===== src/rtl/sclk_ctrl_pkg.sv =====
// Shared types and defaults for the serial-clock transfer controller.
package sclk_ctrl_pkg;

  localparam int DIV_W_DEF = 8;
  localparam int CNT_W_DEF = 6;

  typedef enum logic [1:0] {
    IDLE = 2'd0,
    RUN  = 2'd1,
    DONE = 2'd2
  } state_e;

  // Edge counter needs one extra bit: a transfer has 2*nbits edges.
  function automatic int edge_cnt_w(input int cnt_w);
    return cnt_w + 1;
  endfunction

  localparam int ECNT_W_DEF = edge_cnt_w(CNT_W_DEF);

endpackage


===== src/rtl/sclk_prescaler.sv =====
// Half-period prescaler: counts 0..div and ticks on the terminal value.
module sclk_prescaler
  import sclk_ctrl_pkg::*;
#(
  parameter int DIV_W = DIV_W_DEF
) (
  input  logic             ACLK,
  input  logic             RESTN,
  input  logic             clr_i,
  input  logic             en_i,
  input  logic [DIV_W-1:0] div_i,
  output logic             tick_o
);

  logic [DIV_W-1:0] presc_q, presc_d;

  assign tick_o = en_i && (presc_q == div_i);

  always_comb begin
    presc_d = presc_q;
    if (clr_i || tick_o) begin
      presc_d = '0;
    end else if (en_i) begin
      presc_d = presc_q + DIV_W'(1);
    end
  end

  always_ff @(posedge ACLK or negedge RESTN) begin
    if (!RESTN) begin
      presc_q <= '0;
    end else begin
      presc_q <= presc_d;
    end
  end

endmodule


===== src/rtl/sclk_xfer_ctrl.sv =====
// Serial-clock transfer sequencer: gates SCLK for nbits cycles and strobes edges.
// Optional build macro SCLK_HOLD_EN adds hold_i to freeze timing while in RUN.
//
// state | meaning
// IDLE  | ready for start, SCLK parked at cpol
// RUN   | prescaler running, SCLK toggling
// DONE  | one-cycle completion pulse
module sclk_xfer_ctrl
  import sclk_ctrl_pkg::*;
#(
  parameter int DIV_W = DIV_W_DEF,
  parameter int CNT_W = CNT_W_DEF
) (
  input  logic             ACLK,
  input  logic             RESTN,
  input  logic             start_i,
  input  logic             abort_i,
  input  logic [DIV_W-1:0] div_i,
  input  logic [CNT_W-1:0] nbits_i,
  input  logic             cpol_i,
`ifdef SCLK_HOLD_EN
  input  logic             hold_i,
`endif
  output logic             ready_o,
  output logic             busy_o,
  output logic             SCLK,
  output logic             lead_o,
  output logic             trail_o,
  output logic             done_o
);

  localparam int ECNT_W = edge_cnt_w(CNT_W);

  state_e            state_q, state_d;
  logic [DIV_W-1:0]  div_q, div_d;
  logic [CNT_W-1:0]  nbits_q, nbits_d;
  logic [ECNT_W-1:0] ecnt_q, ecnt_d;
  logic              cpol_q, cpol_d;
  logic              sclk_q, sclk_d;
  logic              lead_q, lead_d;
  logic              trail_q, trail_d;
  logic              presc_en, presc_clr, tick;

`ifdef SCLK_HOLD_EN
  assign presc_en = (state_q == RUN) && !hold_i;
`else
  assign presc_en = (state_q == RUN);
`endif
  assign presc_clr = (state_q != RUN) || abort_i;

  sclk_prescaler #(.DIV_W(DIV_W)) u_presc (
    .ACLK   (ACLK),
    .RESTN  (RESTN),
    .clr_i  (presc_clr),
    .en_i   (presc_en),
    .div_i  (div_q),
    .tick_o (tick)
  );

  always_comb begin
    state_d = state_q;
    div_d   = div_q;
    nbits_d = nbits_q;
    ecnt_d  = ecnt_q;
    cpol_d  = cpol_q;
    sclk_d  = sclk_q;
    lead_d  = 1'b0;
    trail_d = 1'b0;
    case (state_q)
      IDLE: begin
        sclk_d = cpol_q;
        if (start_i) begin
          div_d   = div_i;
          nbits_d = nbits_i;
          cpol_d  = cpol_i;
          sclk_d  = cpol_i;
          ecnt_d  = '0;
          state_d = (nbits_i == '0) ? DONE : RUN;
        end
      end
      RUN: begin
        // Abort takes priority even over the final edge.
        if (abort_i) begin
          sclk_d  = cpol_q;
          state_d = IDLE;
        end else if (tick) begin
          sclk_d  = ~sclk_q;
          ecnt_d  = ecnt_q + ECNT_W'(1);
          lead_d  = (sclk_q == cpol_q);
          trail_d = (sclk_q != cpol_q);
          if (ecnt_d == {nbits_q, 1'b0}) begin
            state_d = DONE;
          end
        end
      end
      DONE: begin
        state_d = IDLE;
      end
      default: begin
        state_d = IDLE;
      end
    endcase
  end

  always_ff @(posedge ACLK or negedge RESTN) begin
    if (!RESTN) begin
      state_q <= IDLE;
      div_q   <= '0;
      nbits_q <= '0;
      ecnt_q  <= '0;
      cpol_q  <= 1'b0;
      sclk_q  <= 1'b0;
      lead_q  <= 1'b0;
      trail_q <= 1'b0;
    end else begin
      state_q <= state_d;
      div_q   <= div_d;
      nbits_q <= nbits_d;
      ecnt_q  <= ecnt_d;
      cpol_q  <= cpol_d;
      sclk_q  <= sclk_d;
      lead_q  <= lead_d;
      trail_q <= trail_d;
    end
  end

  assign ready_o = (state_q == IDLE);
  assign busy_o  = (state_q == RUN);
  assign done_o  = (state_q == DONE);
  assign SCLK    = sclk_q;
  assign lead_o  = lead_q;
  assign trail_o = trail_q;

endmodule


===== config.mk =====
export PLATFORM = sky130hd
export DESIGN_NAME = sclk_xfer_ctrl
export DESIGN_NICKNAME = d
export VERILOG_FILES = /design/src/rtl/sclk_ctrl_pkg.sv /design/src/rtl/sclk_prescaler.sv /design/src/rtl/sclk_xfer_ctrl.sv
export SDC_FILE = /design/constraint.sdc
export NUM_CORES = 1
export LEC_CHECK = 0
export ABC_AREA = 1
export CORE_MARGIN = 8
export CORE_UTILIZATION = 50
export CTS_CLUSTER_SIZE = 30
export DETAILED_ROUTE_END_ITERATION = 8
export PLACE_DENSITY = 0.8
export SLEW_MARGIN = 20
export SYNTH_ARGS = -nofsm -noshare
export SYNTH_HDL_FRONTEND = slang
export SYNTH_HIERARCHICAL = 1
export SYNTH_SLANG_ARGS = --single-unit

===== constraint.sdc =====
create_clock -name ACLK -period 1.9 [get_ports ACLK]
set_clock_uncertainty 0.15 [all_clocks]
set_input_delay 0.38 -clock ACLK [delete_from_list [all_inputs] [get_ports ACLK]]
set_output_delay 0.38 -clock ACLK [all_outputs]
set_load 0.02 [all_outputs]

* Word level (Yosys, flattened, before mapping) *
Index checks and enable logic that the tools add are counted.

storage, ports and cells
  output and inout port bits = 6
  bits of input ports = 19
  logic and storage cells = 57
  bits in registers = 35

operators by class
  $add $sub $neg = 2
  bitwise operators = 1
  reduce and logical (&&, ||, !) cells = 11
  muxes and demuxes = 22
  equality and inequality tests = 12

operators by type and width
  kind                                                              count
  7-bit two-way mux                                                 3
  8-bit two-way mux                                                 2
  7-bit case mux with 2 select lines                                1
  2-bit two-way mux                                                 5
  1-bit two-way mux                                                 9
  8-bit by 1-bit adder with 8-bit output (second input constant)    1
  8-bit == test                                                     1
  7-bit by 1-bit adder with 7-bit output (second input constant)    1
  7-bit == test                                                     1
  6-bit zero test                                                   1
  2-bit != test (second input constant)                             3
  3-bit != test (second input constant)                             2
  2-bit case mux with 2 select lines                                1
  2-bit AND reduction                                               2
  4-bit AND reduction                                               1
  2-bit nonzero test                                                2
  3-bit AND reduction                                               1
  2-bit by 1-bit == test with 1-bit output (second input constant)  1
  2-bit == test (second input constant)                             1
  2-bit zero test                                                   1
  1-bit logical OR                                                  2
  2-bit by 1-bit != test with 1-bit output (second input constant)  1
  1-bit case mux with 2 select lines                                1
  1-bit == test                                                     1
  other kinds (3)                                                   3

* Depth between registers and ports, before layout *
  word-level depth = 6
  mapped depth = 13
  depth with buffers taken out = 13

* Modules after synthesis *
Netlist, hierarchy kept.

by module, submodules not included
  module          sequential area each (um2)  area each (um2)  instances  cells each
  sclk_xfer_ctrl  675.6                       1397.6           1          186
  sclk_prescaler  200.2                       639.4            1          89

* Worst setup path before layout *
No wires, ideal clock.

  path type = reg-to-reg
  from = register state_q[1]
  to = register ecnt_q[6]
  path buffers = 1
  data required time = 1.624 ns
  cell stages (with the launch flop) = 14
  arrival time = 1.827 ns
  clock period less this slack = 2.104 ns
  library setup time = 0.126 ns
  setup slack = -0.204 ns
  path through = dfrtp_1 > inv_1 > nand2_1 > inv_1 > buf_6 > inv_2 > a21oi_1 > nand4_1 > nor3_1 > inv_1 > nor2_2 > nor2_2 > inv_1 > o21ai_0

between the ends
  word-level cells in the longest chain between the ends = 4
  elaborated cells between the ends (all ways) = 9
  those cells by class = eq/ne: 4; mux: 1; reduce/logical: 4

RTL lines
  element                                   RTL line               source
  start: declaration                        sclk_xfer_ctrl.sv:34   state_e state_q, state_d;
  start signal: assignment                  sclk_xfer_ctrl.sv:116  state_q <= state_d;
  2-bit by 1-bit == test with 1-bit output  --
  named net busy_o                          sclk_xfer_ctrl.sv:25   output logic busy_o,
  1-bit logical AND                         sclk_prescaler.sv:17   assign tick_o = en_i && (presc_q == div_i);
  named net tick                            sclk_xfer_ctrl.sv:42   logic presc_en, presc_clr, tick;
  2-bit != test (no line)                   --
  4-bit AND reduction (no line)             --
  end signal: assignment                    sclk_xfer_ctrl.sv:119  ecnt_q <= ecnt_d;
  end: declaration                          sclk_xfer_ctrl.sv:37   logic [ECNT_W-1:0] ecnt_q, ecnt_d;

The timed path passes the listed nets, and every way through them passes these cells.
A chain may end at the register's enable or synchronous reset.

* Worst setup path after layout *
  from = register state_q[1]
  to = register ecnt_q[4]

between the ends
  word-level cells in the longest chain between the ends = 4
  elaborated cells between the ends (all ways) = 9
  those cells by class = eq/ne: 4; mux: 1; reduce/logical: 4

RTL lines
  element                                   RTL line              source
  2-bit by 1-bit == test with 1-bit output  sclk_xfer_ctrl.sv:47  assign presc_en = (state_q == RUN);
  1-bit logical AND                         sclk_prescaler.sv:17
  named net tick                            sclk_xfer_ctrl.sv:42
  2-bit != test (no line)                   --
  4-bit AND reduction (no line)             --

The timed path passes the listed nets, and every way through them passes these cells.

==> flow_summary.yaml <==
outcome:
  status: "finished clean"
floorplanning:
  io_pins: 25
  die-width_um: 79.8
  num_rows: 23
  start_util_pct: 51.3
  fp.coreArea_um2: 3970
  die_h_um: 79.8
  dieArea_um2: 6370
timing:
  finalSetupTns_ns: 0
  max_freq_ghz: 0.533
  setup_violations: 0
  worst-slew-pin-transition_ns: 0.431
  fin_crit_sh_pct: 98.7
  worst_hold_slack_ns: 0.336
  min_period_ns: 1.87
  hold_viol_final: 0
  slew_headroom_pct: 71.3
  slew_violations: 0
  rsz0062_at_grt: "true"
  fin_ws_ns: 0.0251
pwr:
  p_sw_share_pct: 41.4
  p_seq_share_pct: 37.7
  total_leakage_power_nw: 1.17
  fin_total_pwr_mw: 3.10
  pwr_density_cell_nw_per_um2: 1220
  clkPwrFrac_pct: 17.1
  power.internal_mw: 1.82
  pwr-share-comb_pct: 45.2
  vdd_drop_max_v: 0.000728
  p_switching_mw: 1.28
detailed_routing:
  dr_total_vias: 1802
  drtIter0Drc: 127
  viasPerCell: 4.96
  firstDrtPassIters: 4
  drt-total-wl_um: 4450
  drc: 0
  ant_nets: 0
  wl_per_cell_um: 12.3
layout:
  drive_above_1_share_pct: 19.2
  final_net_count: 334
  final_area_um2: 2530
  fin_cells: 363
  area.growth.synth_to_final_pct: 24.4
  final_util_pct: 63.8
  antenna_cells: 0
critical_path:
  rr_worst_depth: 11
  required_ns: 1.95
  cp_common_cell: "inv_2"
  slowest_delay_ns: 0.41
  cp_max_fo: 5
  cp.arrival_ns: 1.93
  crit_chain: "inv_2 -> nand2_2 -> inv_2 -> inv_2 -> a21oi_2 -> nand4_1 -> nor3_2 -> inv_1 -> nor2_4 -> inv_2 -> o22ai_1"
  critPathSlowestCell: "dfrtp_1"
  crit_type: "reg2reg"
  end_kind: "register"
  worst_setup_path_start_kind: "register"
job:
  cap_violations: 0
yosys:
  yosysSeqAreaShare_pct: 43.0
  ys_types: 30
  synthDominantCellAreaShare_pct: 43.0
  synth_warnings: 6
  syn_area_per_cell_um2: 7.41
  netlist_instances: 275
  synthesis.area_um2: 2040
  yosysTopAreaCell: "dfrtp_1"
  ys_ff_latch: 35
  synth_area_leaders: "dfrtp_1 (43%), nand2_1 (15%), inv_1 (7.4%), nand3_1 (4.9%), nor2_2 (4.9%)"
  syn-num-nets: 296
global_routing:
  antenna_found_initial: 0
  grt_pass1_wl_um: 7690
  grt_pass1_vias: 1853
  grt_max_degree: 36
  grt_use_total_pct: 15.3
  grt_overflow: 0
placed_design:
  placed_cells: 352
  place.gp.congestion: 0.915
  port_buffers: 24
  dpl.hpwl_um: 3360
  dpl_worst_slack_ns: 0.0245
  placed_area_um2: 2380
clock_network:
  ctsRootBufferMaster: "clkbuf_8"
  clk_pin_slew_worst_paths_ns: 0.06
  cts.path.max_buffers: 2
  cts-buffers-inserted: 5
  clk_latency_ns: 0.28
  cts_num_sinks: 35
  cts_tree: "built"
  cts_max_level: 2
  ctsHoldBuffers: 0
hold_path:
  hold_path_class: "reg2reg"
  min_path_cells: 2
[metal layers]
layer | wire [µm] | vias to the layer above | global-route usage [%] | part of all wire (%)
li1 | - | 927 | - | -
met1 | 2250 | 817 | 19.7 | 51
met2 | 1870 | 52 | 22.5 | 42
met3 | 270 | 6 | 4.50 | 6.1
met4 | 51 | 0 | 8.00 | 1.1
met5 | 0 | - | 0 | 0
[cells in the final DEF (no fill, tap or decap), types with 2 or more instances in the layout]
cell type and n:
nand4_1 5, clkdlybuf4s50_1 21, nor2_4 4, a21oi_2 2, xnor2_1 6, o211ai_1 2, inv_1 36, xor2_1 5
clkbuf_8 6, inv_2 7, a21oi_1 3, buf_4 11, dlygate4sd2_1 3, nand2_1 83, nand3_2 4, o22ai_1 2
nor2_1 18, o21ai_0 8, dfrtp_1 35, nor2_2 15, o21ai_1 3, nand2_2 4, nand3_1 18
[worst max-delay path: cells and delay by family, from the launching register on]
family	cells	cell delay (ns)
AOI/OAI and AO/OA	2	0.29
DFF	1	0.41
buffers and inverters	5	0.40
and+or+nand+nor	4	0.55
[area by class of cell]
class / instances / area, µm²
fill: 344 / 1440
multi-input combinational: 191 / 1010
sequential: 35 / 876
timing repair buffer: 36 / 330
inverter: 44 / 165
clock buffer: 6 / 82.6
tap: 50 / 62.6
clock inverter: 1 / 5.00
[what timing repair did]
action,in CTS,in global routing
resized for setup,3,15
pin swaps,0,3
endpoints found under the setup margin,3,13
buffers inserted,0,4
[state kept, by name (all words and copies together) (netlist names)]
signal,flops
cpol_q,1
state_q,2
lead_o,1
nbits_q,6
ecnt_q,7
u_presc/presc_q,8
div_q,8
trail_o,1
SCLK,1
[power groups by stage]
stage,Combinational [mW],Sequential [mW],Clock (mW)
floorplan,0.973,1.11,0
global placement,1.29,1.16,0
detailed placement,1.32,1.17,0
CTS,1.31,1.16,0.549
global route,1.59,1.20,0.583
finish,1.40,1.17,0.532
[path summary, 6_finish.rpt]
| check | startpoint | endpoint | slack (ns) |
|---|---|---|---|
| hold reg to reg | div_q[0] | div_q[0] | 0.34 |
| max in group asynchronous | RESTN | div_q[5] | 0.94 |
| min in group asynchronous | RESTN | nbits_q[4] | 0.35 |
| setup / recovery | state_q[1] | ecnt_q[4] | 0.03 |
| hold / removal | div_q[0] | div_q[0] | 0.34 |
| setup reg to reg | state_q[1] | ecnt_q[4] | 0.03 |
[cells by family after synthesis]
kind of cell               count (synthesis)  synth area share (%)
and+or+nand+nor                          156                  35.0
AOI/OAI and AO/OA                         22                  6.27
buffers and inverters                     49                  9.77
DFF                                       35                  43.0
xor gates and xnor gates                  11                  4.73
adders and majority gates                  2                  1.23
[Yosys cell counts]
master    instances
ha_1              2
buf_4             1
xor2_1            5
nor2_4            2
a21oi_2           1
or2_2             1
xnor2_1           6
nand2_1          84
nor2_2           16
dfrtp_1          35
buf_6             1
nand2_4           1
buf_2             3
o22ai_1           2
inv_1            40
nor3_1            2
nand2_2           3
or2_1             1
nand3_1          20
o21ai_0          10
a21oi_1           4
inv_2             3
o21ai_1           1
clkinv_1          1
nand3_2           2
o31ai_1           1
nand4_1           5
o211ai_1          2
nor2_1           19
o311ai_0          1
No activity file was read; power rests on OpenSTA's default activity.
